===== src/rtl/pipe_stage_chain.sv =====
// Elastic register-slice chain: DEPTH stages of WIDTH-bit data with valid/ready flow control,
// bubble collapse and synchronous flush. Define PIPE_OCC_EN to add the occ output.
module pipe_stage_chain #(
  parameter int unsigned      WIDTH   = 16,
  parameter int unsigned      DEPTH   = 2,
  parameter logic [WIDTH-1:0] RST_VAL = '0
) (
  input  logic             clk,
  input  logic             rst,
  input  logic             flush,
  input  logic             in_valid,
  output logic             in_ready,
  input  logic [WIDTH-1:0] in_data,
  output logic             out_valid,
  input  logic             out_ready,
  output logic [WIDTH-1:0] out_data
`ifdef PIPE_OCC_EN
  ,
  output logic [$clog2(DEPTH+1)-1:0] occ
`endif
);

  if (DEPTH < 1) begin : gen_depth_chk
    $error("pipe_stage_chain: DEPTH must be >= 1");
  end

  logic [DEPTH-1:0] valid_q, valid_d;
  logic [DEPTH-1:0] adv;
  logic [DEPTH-1:0] enter;
  logic [WIDTH-1:0] data_q [DEPTH];
  logic [WIDTH-1:0] data_d [DEPTH];
  logic             in_fire;

  // A stage advances when it is valid and anything downstream has room: either an empty stage
  // further on or the output being consumed. Scanning from the output end avoids a
  // self-referencing ready chain while giving the same result.
  always_comb begin
    logic space;
    space = out_ready;
    adv   = '0;
    for (int i = DEPTH - 1; i >= 0; i--) begin
      adv[i] = valid_q[i] & space;
      space  = space | ~valid_q[i];
    end
  end

  assign in_ready = ~rst & ~flush & (~valid_q[0] | adv[0]);
  assign in_fire  = in_valid & in_ready;

  always_comb begin
    enter    = '0;
    enter[0] = in_fire;
    for (int i = 1; i < DEPTH; i++) begin
      enter[i] = adv[i-1];
    end
  end

  // Flush drops occupancy but leaves data registers untouched.
  always_comb begin
    if (flush) begin
      valid_d = '0;
    end else begin
      valid_d = enter | (valid_q & ~adv);
    end
    for (int i = 0; i < DEPTH; i++) begin
      data_d[i] = data_q[i];
      if (enter[i] && !flush) begin
        data_d[i] = (i == 0) ? in_data : data_q[(i == 0) ? 0 : i - 1];
      end
    end
  end

  always_ff @(posedge clk or posedge rst) begin
    if (rst) begin
      valid_q <= '0;
      for (int i = 0; i < DEPTH; i++) begin
        data_q[i] <= RST_VAL;
      end
    end else begin
      valid_q <= valid_d;
      for (int i = 0; i < DEPTH; i++) begin
        data_q[i] <= data_d[i];
      end
    end
  end

  assign out_valid = valid_q[DEPTH-1];
  assign out_data  = data_q[DEPTH-1];

`ifdef PIPE_OCC_EN
  localparam int unsigned OccW = $clog2(DEPTH + 1);

  always_comb begin
    occ = '0;
    for (int i = 0; i < DEPTH; i++) begin
      occ = occ + OccW'(valid_q[i]);
    end
  end
`endif

`ifndef SYNTHESIS
  // A stalled output must hold its data; a flush must empty the last stage.
  stall_hold_a : assert property (@(posedge clk) disable iff (rst)
    (out_valid && !out_ready && !flush) |=> (out_valid && $stable(out_data)));
  flush_empty_a : assert property (@(posedge clk) disable iff (rst)
    flush |=> !out_valid);
`endif

endmodule


===== config.mk =====
export PLATFORM = sky130hd
export DESIGN_NAME = pipe_stage_chain
export DESIGN_NICKNAME = d
export VERILOG_FILES = /design/src/rtl/pipe_stage_chain.sv
export SDC_FILE = /design/constraint.sdc
export NUM_CORES = 1
export LEC_CHECK = 0
export CORE_MARGIN = 2
export CORE_UTILIZATION = 45
export DETAILED_ROUTE_END_ITERATION = 16
export PLACE_DENSITY = 0.78
export SLEW_MARGIN = 20
export SYNTH_ARGS = -nofsm -noshare
export SYNTH_HDL_FRONTEND = slang
export SYNTH_SLANG_ARGS = --single-unit

===== constraint.sdc =====
create_clock -name clk -period 2.15 [get_ports clk]
set_input_delay 0.43 -clock clk [delete_from_list [all_inputs] [get_ports clk]]
set_output_delay 0.43 -clock clk [all_outputs]
set_load 0.005 [all_outputs]

==> metrics.yaml <==
post_synth_inst_count: 95
clk_path_buf_depth: 2
route.detailed.drc: 0
rsz0062_at_grt: "no"
critPathRequiredTime_ps: 1720
grt_first_pass_wirelength_mm: 3.82
grt_antenna_before_repair: 0
mostFrequentLayoutCell: "sky130_fd_sc_hd__clkdlybuf4s50_1"
clk_latency_ps: 320
clkTransAtPathRegs_ps: 90
wl_per_cell_um: 13.3
layout.nets: 149
worst_r2r_path_cells: 4
die_height_um: 61.2
pin_count_of_the_biggest_net_entering_global_routing: 35
detailedRoute.firstIterationViolations: 19
setup_total_negative_slack_ps: 0
dr.pass1.iters: 4
rrSetupSlack_ps: 610
cells_on_worst_hold_path: 1
final_max_slew_viol_count: 0
worst_reg2reg_path_startpoint: "valid_q[1]"
cts_root_buffer: "sky130_fd_sc_hd__clkbuf_4"
crit-reg2reg-capture: "out_data[4]"
cts-buffers-inserted: 5
power_per_cell_area_mw_per_mm2: 948
clock-sinks: 34
die-width_um: 61.2
worst_pin_slew_ps: 418
worst_hold_path.endpoint: "data_q[23]"
grt_util_met2: 0.240
synth.cell_area_mm2: 0.00147
grt.busiest_layer: "met2"
timing.hold.worst.start: "data_q[23]"
multiInputGateArea_um2: 460
cts_setup_buffers: 0
final.period_utilization: 0.970
initial_utilization: 0.478
timing.max_cap.violations: 0
globalRoute.totalOverflow: 0
critPathCaptureType: "output pin"
syn-mean-instance-area_um2: 15.5
dieArea_mm2: 0.00374
worstPathMaxFanout: 2
finalSetupViolations: 0
run_status: "finished, final reports clean"
final_hpwl_from_detailed_placement_mm: 1.61
post_drt_via_cell_ratio: 4.64
grt_use_met3: 0.0462
vias: 803
drtAntennaViolNets: 0
hold_removal_path_class: "flop to flop"
synth_nets: 116
slew-limit-headroom: 0.721
gr-usage-met1: 0.171
fin_hold_ws_ps: 507
std_cell_rows: 20
synth_seq_area_share: 0.578
achievable-frequency_mhz: 479
yosys_warnings: 0
ctsHoldBuffers: 0
seq_area_um2: 851
area.growth.synth_to_final_pct: 28.7
core_area_mm2: 0.00308
total_leakage_power_uw: 0.000859
routabilityCongestion: 0.709
place.port_buffers: 38
total_of_cells_resized_after_clock_tree_synthesis: 0
worst_voltage_drop_across_the_vdd_grid_uv: 568
finalClockSkew_ps: 6.55
share_of_final_layout_standard_cells_stronger_than_drive_strength_1: 0.380
io_pins: 39
startpoint_type: "primary input"
grt_usage: 0.146
crit_start: "out_ready"
insertedDiodeCount: 0
ys_types: 15
first_global_vias: 851
ys_ff_latch: 34
arrival_ps: 1660
drt_wl_total_mm: 2.31
finalWorstPathRequiredPeriod_ps: 2090
critical_path_class: "primary input to output pin"
layout.cells.most_common_list: "sky130_fd_sc_hd__clkdlybuf4s50_1, sky130_fd_sc_hd__dfrtp_1, sky130_fd_sc_hd__mux2_2, sky130_fd_sc_hd__mux2_4, sky130_fd_sc_hd__buf_4"
cts_tree: "built"
hold_violations: 0
layout.filler_cells: 258
cts-htree-levels: 2
==> layout make-up <==
cell class	instances	share of cell area
tap	44	0.0291
clock buffer	5	0.0198
inverter	1	0.00198
clock inverter	3	0.0211
timing repair buffer	45	0.235
multi-input combinational	41	0.243
sequential	34	0.449
==> kinds of logic after synthesis <==
group / share of synthesized area
compound gates: 0.00340
buf+inv: 0.109
flops: 0.578
mux: 0.270
simple gates: 0.0391
==> state kept, by name (all words and copies together) (netlist names) <==
signal and cells:
data_q 16, valid_q 2, out_data 16
==> report_power, final <==
part	internal [uW]	total [uW]	switching [uW]
Clock	241	447	206
Sequential	796	875	79.5
Combinational	357	472	115
==> worst max path at each step <==
stage                   to  slack, ps  cells after the start
2_1_floorplan  out_data[0]        600                      5
5_1_grt           in_ready         30                      4
3_3_place_gp      in_ready         90                      4
4_1_cts           in_ready         60                      4
3_5_place_dp   out_data[3]         70                      6
6_report          in_ready         60                      4
==> critical path: stages <==
cell and delay [ps]:
sky130_fd_sc_hd__clkdlybuf4s50_1 470, sky130_fd_sc_hd__nand3b_1 130, sky130_fd_sc_hd__and2_1 130, sky130_fd_sc_hd__clkdlybuf4s50_1 490
==> per-stage QoR <==
step	instances	setup WS, ps	util	power [uW]	area [um2]
after global routing	173	26.8	0.615	1900	1890
final	173	64.1	0.615	1790	1890
after floorplan	95	599	-	1210	1470
after CTS	173	62.3	0.615	1820	1890
after global placement	165	94.1	0.590	1350	1820
after detailed placement	165	74.8	0.590	1370	1820
==> per-layer routing <==
metal / part of all wire / wire [um]
met5: 0 / 0
met4: 0.0043 / 10
met3: 0.070 / 161
met2: 0.49 / 1130
met1: 0.43 / 1000
==> cell usage after synthesis <==
| master | n | area (um2) |
|---|---|---|
| sky130_fd_sc_hd__buf_2 | 1 | 5.00 |
| sky130_fd_sc_hd__dfrtp_1 | 34 | 851 |
| sky130_fd_sc_hd__nand3b_1 | 1 | 7.51 |
| sky130_fd_sc_hd__buf_4 | 16 | 120 |
| sky130_fd_sc_hd__inv_1 | 1 | 3.75 |
| sky130_fd_sc_hd__mux2_4 | 10 | 150 |
| sky130_fd_sc_hd__nor2_1 | 3 | 11.3 |
| sky130_fd_sc_hd__buf_6 | 1 | 11.3 |
| sky130_fd_sc_hd__mux2_2 | 22 | 248 |
| sky130_fd_sc_hd__nor2b_4 | 1 | 13.8 |
| sky130_fd_sc_hd__nand3_2 | 1 | 10.0 |
| sky130_fd_sc_hd__or3b_1 | 1 | 8.76 |
| sky130_fd_sc_hd__a21oi_1 | 1 | 5.00 |
| sky130_fd_sc_hd__and2_1 | 1 | 6.26 |
| sky130_fd_sc_hd__buf_12 | 1 | 20.0 |
No activity file was read; power rests on OpenSTA's default activity.
